[config.mk]
export PLATFORM = sky130hd
export DESIGN_NAME = uart_tx_fifo_arbiter
export DESIGN_NICKNAME = d
export VERILOG_FILES = /design/src/rtl/uart_tx_fifo_arbiter.sv
export SDC_FILE = /design/constraint.sdc
export NUM_CORES = 1
export LEC_CHECK = 0
export ABC_AREA = 1
export BUFFER_PORTS_ARGS = -buffer_cell sky130_fd_sc_hd__clkbuf_2
export CAP_MARGIN = 0
export CORE_MARGIN = 2
export CORE_UTILIZATION = 41
export CTS_BUF_LIST = sky130_fd_sc_hd__clkbuf_2
export CTS_CLUSTER_DIAMETER = 30
export CTS_CLUSTER_SIZE = 12
export DETAILED_ROUTE_END_ITERATION = 12
export PLACE_DENSITY = 0.81
export SLEW_MARGIN = 20
export SYNTH_ARGS = -nofsm -noshare
export SYNTH_HDL_FRONTEND = slang
export SYNTH_SLANG_ARGS = --single-unit
export TNS_END_PERCENT = 5
[constraint.sdc]
create_clock -name iClk -period 2.6 [get_ports iClk]
set_input_delay 0.39 -clock iClk [delete_from_list [all_inputs] [get_ports iClk]]
set_output_delay 0.39 -clock iClk [all_outputs]
set_load 0.05 [all_outputs]
[src/rtl/uart_tx_fifo_arbiter.sv]
// ============================================================================
// Module   : uart_tx_fifo_arbiter
// Brief    : Round-robin, packet-locked arbiter sharing one TX FIFO write port.
//            Optional forced lock release on idle owner: define ARB_TIMEOUT_EN.
// Revision : 1.0 - initial release
// ============================================================================
`default_nettype none

module uart_tx_fifo_arbiter #(
  parameter int pNumReq        = 3,
  parameter int pDataWidth     = 8,
  parameter int pTimeoutCycles = 1024
) (
  input  logic                          iClk,
  input  logic                          iRst,
  input  logic [pNumReq-1:0]            iReqValid,
  input  logic [pNumReq*pDataWidth-1:0] iReqData,
  input  logic [pNumReq-1:0]            iReqLast,
  output logic [pNumReq-1:0]            oReqReady,
  output logic                          oFifoWriteEn,
  output logic [pDataWidth-1:0]         oFifoWriteData,
  input  logic                          iFifoFull,
  output logic                          oBusy,
  output logic [$clog2(pNumReq)-1:0]    oGrant,
  output logic                          oTimeout
);

  localparam int GW = $clog2(pNumReq);
  localparam logic [GW-1:0] C_GRANT_RST = GW'(pNumReq - 1);

  typedef enum logic [0:0] {
    ST_IDLE = 1'b0,
    ST_LOCK = 1'b1
  } state_t;

  state_t                  state_q, state_d;
  logic [GW-1:0]           grant_q, grant_d;
  logic [GW-1:0]           winner_w;
  logic                    found_w;
  logic                    xfer_w;
  logic                    expire_w;
  logic [pDataWidth-1:0]   lane_w [pNumReq];

  generate
    for (genvar k = 0; k < pNumReq; k++) begin : g_lane
      assign lane_w[k]    = iReqData[k*pDataWidth +: pDataWidth];
      assign oReqReady[k] = xfer_w && (grant_q == GW'(k));
    end
  endgenerate

  // Scan starts one past the last owner, so the last owner has lowest priority.
  always_comb begin : p_arb
    logic [GW-1:0] cand;
    cand     = '0;
    winner_w = grant_q;
    found_w  = 1'b0;
    for (int i = 1; i <= pNumReq; i++) begin
      cand = GW'((int'(grant_q) + i) % pNumReq);
      if (!found_w && iReqValid[cand]) begin
        found_w  = 1'b1;
        winner_w = cand;
      end
    end
  end

  assign xfer_w = (state_q == ST_LOCK) && iReqValid[grant_q] && !iFifoFull;

`ifdef ARB_TIMEOUT_EN
  localparam int CW = (pTimeoutCycles > 2) ? $clog2(pTimeoutCycles) : 1;
  localparam logic [CW-1:0] C_IDLE_LAST = CW'(pTimeoutCycles - 1);

  logic [CW-1:0] idle_cnt_q, idle_cnt_d;
  logic          timeout_q;

  assign expire_w = (state_q == ST_LOCK) && !xfer_w && (idle_cnt_q == C_IDLE_LAST);

  always_comb begin
    idle_cnt_d = idle_cnt_q;
    if (state_q == ST_LOCK) begin
      idle_cnt_d = (xfer_w || expire_w) ? '0 : idle_cnt_q + 1'b1;
    end
  end

  always_ff @(posedge iClk or posedge iRst) begin
    if (iRst) begin
      idle_cnt_q <= '0;
      timeout_q  <= 1'b0;
    end else begin
      idle_cnt_q <= idle_cnt_d;
      timeout_q  <= expire_w;
    end
  end

  assign oTimeout = timeout_q;
`else
  assign expire_w = 1'b0;
  assign oTimeout = 1'b0;
`endif

  always_comb begin
    state_d = state_q;
    grant_d = grant_q;
    case (state_q)
      ST_IDLE: begin
        if (found_w) begin
          grant_d = winner_w;
          state_d = ST_LOCK;
        end
      end
      ST_LOCK: begin
        // The lock only opens on the owner's last byte (or a forced release).
        if ((xfer_w && iReqLast[grant_q]) || expire_w) begin
          state_d = ST_IDLE;
        end
      end
      default: state_d = ST_IDLE;
    endcase
  end

  always_ff @(posedge iClk or posedge iRst) begin
    if (iRst) begin
      state_q <= ST_IDLE;
      grant_q <= C_GRANT_RST;
    end else begin
      state_q <= state_d;
      grant_q <= grant_d;
    end
  end

  assign oFifoWriteEn   = xfer_w;
  assign oFifoWriteData = xfer_w ? lane_w[grant_q] : '0;
  assign oBusy          = (state_q == ST_LOCK);
  assign oGrant         = grant_q;

endmodule

`default_nettype wire
# Word level (Yosys, flattened, before mapping)

Cells that the tools add are included.

Div/mod/pow operators: 3
Reductions and logical operators: 14
Bitwise logic cells: 2
$add $sub $neg: 3
Multiplexer cells: 23
Equal/unequal tests: 2
Multiply operators: 0
Shift-type cells: 0
Order comparisons: 5

Operator list:

| cell                    | count |
|---|---|
| $mod A32 B3 Y32 const B | 3 |
| $mux W8                 | 3 |
| $bmux W8 S2             | 1 |
| $lt A2 B3 Y1 const B    | 4 |
| $bmux W1 S2             | 5 |
| $mux W1                 | 10 |
| $logic_and A1 B1 Y1     | 8 |
| $add A2 B2 Y3 const B   | 2 |
| $mux W2                 | 3 |
| $add A2 B1 Y3 const B   | 1 |
| $ge A3 B3 Y1 const B    | 1 |
| $logic_not A1 Y1        | 3 |
| $not A2 Y3              | 1 |
| $reduce_and A3 Y1       | 1 |
| $reduce_bool A3 Y1      | 1 |
| $eq A2 B1 Y1 const B    | 1 |
| $eq A2 B2 Y1 const B    | 1 |
| $logic_not A2 Y1        | 1 |
| $pmux W1 S2             | 1 |
| $not A1 Y1              | 1 |

Input port bits: 33
Output and inout bits: 16
Latch bits: 0
Memory bits (writable): 0
Bits in registers: 3
Memories kept: 0
Memory bits (read-only): 0

# Logic depth before layout (Yosys ltp)

Depth after elaboration: 13
Depth in mapped cells: 13
Mapped depth without buffers: 12

# Worst setup path before layout

Ideal clock, no wire load.

Path type: register -> output
From: register grant_q[1], in the netlist oGrant[1]
To: output oReqReady[0]
Cell stages (with the launch flop): 9
Buffers on the path: 0
Arrival: 2.335 ns
Path slack: -0.125 ns
Data required time: 2.210 ns
Cells stage by stage: dfstp_2 -> nand2_1 -> clkinv_2 -> nand2_2 -> nand2_1 -> nand2_1 -> nor2_2 -> inv_2 -> nor2_1

Longest elaborated chain between the ends: 5
Elaborated cells between the ends (all ways): 6
Classes of those cells: mux (2); reduce/logical (4)

Ends and longest elaborated chain:

| item                              | line | RTL |
|---|---|---|
| from (decl)                       | 37   | `logic [GW-1:0] grant_q, grant_d;` |
| from (signal assigned)            | 126  | `grant_q <= grant_d;` |
| $bmux W1 S2                       | 66   | `assign xfer_w = (state_q == ST_LOCK) && iReqValid[grant_q] && !iFifoFull;` |
| $mux W1 (not written as such)     | 66   |  |
| $logic_and A1 B1 Y1 (2 in series) | 66   |  |
| via oFifoWriteEn                  | 20   | `output logic oFifoWriteEn,` |
| $logic_and A1 B1 Y1               | 47   | `assign oReqReady[k] = xfer_w && (grant_q == GW'(k));` |
| to (decl)                         | 19   | `output logic [pNumReq-1:0] oReqReady,` |

The timed path passes the listed nets, and every way through them passes these cells. The select of a mux whose other input is x is not followed.

# Worst setup path in the final report

From: register grant_q[1], in the netlist oGrant[1]
To: output oFifoWriteData[1]

Longest elaborated chain between the ends: 5
Elaborated cells between the ends (all ways): 9
Classes of those cells: mux (6); bitwise (1); reduce/logical (2)

Ends and longest elaborated chain:

| item                                                                               | line    | RTL |
|---|---|---|
| $not A2 Y3 (not written as such) or $bmux W1 S2 (tied branches)                    | 131, 66 |  |
| $bmux W8 S2 or $mux W1 (tied branches)                                             | 131, 66 |  |
| $mux W8 (not written as such) or $logic_and A1 B1 Y1 (tied branches) (2 in series) | 131, 66 |  |
| $mux W8 (*)                                                                        | 131     | `assign oFifoWriteData = xfer_w ? lane_w[grant_q] : '0;` |
| to (decl)                                                                          | 21      | `output logic [pDataWidth-1:0] oFifoWriteData,` |

Mark *: on every way between the ends. The rest lies on a longest branch, timed or not. The select of a mux whose other input is x is not followed.

==> results.yml <==
cells_and_area:
  synthToLayoutAreaGrowth_pct: 38.5
  multiInputGateArea_um2: 510
  fillers: 142
  fin_cells: 181
  layout_common_cells: "clkbuf_2 (51), nand2_1 (32), nand3_1 (12), nor2_2 (12)"
  stdcell_area_um2: 931
  final_common_cell: "clkbuf_2"
  drive_gt1_frac: 0.442
  nets: 204
  regArea_um2: 76.3
  antenna_cells: 0
sta:
  setup_violations: 0
  rsz0062_at_grt: "false"
  period_minus_slack_ns: 2.27
  drv_slew: 0
  fin_hold_ws_ns: 0.0213
  fin_setup_tns_ns: 0
  fin_worst_skew_ns: 0.00320
  period_share: 0.872
  hold_viol_final: 0
  fmax_mhz: 441
place:
  gp_congestion: 0.827
  placed_area_um2: 911
  portBuffers: 47
  hpwl_um: 1480
  dp_cells: 177
drt:
  drc_errors: 0
  post_drt_via_cell_ratio: 4.99
  drt_iter0_markers: 28
  totalWireLength_um: 1760
  vias: 904
  ant_nets: 0
  first_pass_iters: 4
  routedWlPerCell_um: 9.73
synthesis:
  synth_area_um2: 672
  ys_seq_elements: 3
  synth_top_area_share: 0.179
  yosysTopAreaCell: "nand2_1"
  ys_seq_area_frac: 0.114
  synth_cell_types: 22
  syn_avg_cell_area_um2: 5.74
  syn_inst: 117
  yosysWarningCount: 0
  syn-num-nets: 155
  synthTopCellsByArea: "nand2_1 (18%), a2bb2oi_1 (10%), nor2_2 (10%), ha_1 (9.3%), nand3_1 (8.9%)"
critical_path:
  crit_family: "flip-flops"
  cp_num_buf_inv: 3
  cp_cell_sequence: "nand2_1 -> clkinv_2 -> nand2_2 -> nand2_1 -> nand2_1 -> nor2_2 -> inv_2 -> nor2_2 -> clkbuf_2"
  crit_type: "reg2out"
  crit_slowest_cell: "dfstp_2"
  worstPathMaxFanout: 11
  r2r_cells: 9
  end_kind: "output port"
  setup.worst_path.start_class: "flip-flop"
  cpPeakStageDelay_ns: 0.58
  cp_common_cell: "nand2_1"
  worstReg2RegEnd: "oGrant[0]"
  r2r_start: "oGrant[1]"
  required_ns: 2.21
  reg2reg_slack_ns: 0.44
  arrival_ns: 1.88
run:
  drv_cap: 0
min_path:
  hold_path_class: "in2async"
global_route:
  grt_pass1_wl_um: 2910
  grt_pass1_vias: 772
  antenna_found_initial: 0
  grt_overflow: 0
  grt_usage: 0.188
  grt_max_degree: 16
floorplanning:
  row_count: 14
  core_um2: 1520
  dieArea_um2: 1980
  die_h_um: 44.5
  io_pins: 49
  initial_core_util: 0.441
  die_w_um: 44.5
clocking:
  worstSkewPairLatency_ns: 0.21
  postCtsHoldBufs: 0
  clk_pin_slew_worst_paths_ns: 0.04
  cts_root_buf: "clkbuf_2"
  cts.sinks: 3
  cts_made_buffers: 3
  cts_setup_buffers: 0
  cts_resized: 0
  cts.htree.levels: 1
  cts_tree: "done"
  clockBufferDepth: 2
power:
  leakagePower_uw: 0.000570
  vdd_drop_max_mv: 0.726
  power_uw: 1200
  p_per_area_nw_per_um2: 1290
outcome:
  status: "completed"
-- per-layer routing --
layer,vias up,part of all wire,track usage
met5,-,0,0
met3,0,0.092,0.0408
met4,0,0,0.0364
li1,474,-,-
met1,389,0.43,0.225
met2,41,0.48,0.339
-- where the power goes --
part,internal (uW),total (uW),switching (uW)
Combinational,319,1040,722
Clock,40.6,65.0,24.4
Sequential,73.5,96.4,22.8
Total,433,1200,770
-- sequential cells by signal (all words and copies together) (netlist names) --
register and cells:
oBusy 1, oGrant 2
-- area by class of cell --
cell class / instances / area share
repair buffers: 48 / 0.261
multi-input cells: 94 / 0.548
flip-flops and latches: 3 / 0.0820
well taps: 16 / 0.0215
clock buffers: 4 / 0.0215
inverters: 16 / 0.0659
-- cells in the mapped netlist, drive strengths merged --
master	count
clkinv	2
clkbuf	2
ha	5
o21ai	12
nand2	33
dfstp	1
buf	2
a21oi	1
conb	1
nor2	21
dfrtp	2
a2bb2oi	8
inv	14
nand3	13
-- per-stage QoR --
step           utilization  setup slack (ns)
6_report             0.611             0.333
5_1_grt              0.611             0.143
4_1_cts              0.611             0.323
3_5_place_dp         0.598             0.450
3_3_place_gp         0.598             0.565
2_1_floorplan            -           -0.0570
-- how the worst max path moves through the flow --
stage,slack (ns),startpoint,depth (start not counted),to
2_1_floorplan,-0.06,oGrant[1],9,oFifoWriteData[0]
3_3_place_gp,0.57,oGrant[1],11,oGrant[0]
3_5_place_dp,0.45,oGrant[1],9,oGrant[0]
4_1_cts,0.32,oGrant[0],10,oFifoWriteData[1]
5_1_grt,0.14,oGrant[0],10,oFifoWriteData[6]
6_report,0.33,oGrant[1],9,oFifoWriteData[1]
-- kinds of logic (layout without fill, tap and decap cells) --
group / after synthesis / after routing / share of synthesized area
other cells: 1 / 1 / 0.00558
simple gates: 67 / 67 / 0.451
flops: 3 / 3 / 0.114
compound gates: 21 / 21 / 0.207
buf+inv: 20 / 68 / 0.130
fa+ha+maj: 5 / 5 / 0.0931
Note: power is estimated with default switching activity, not from simulation.
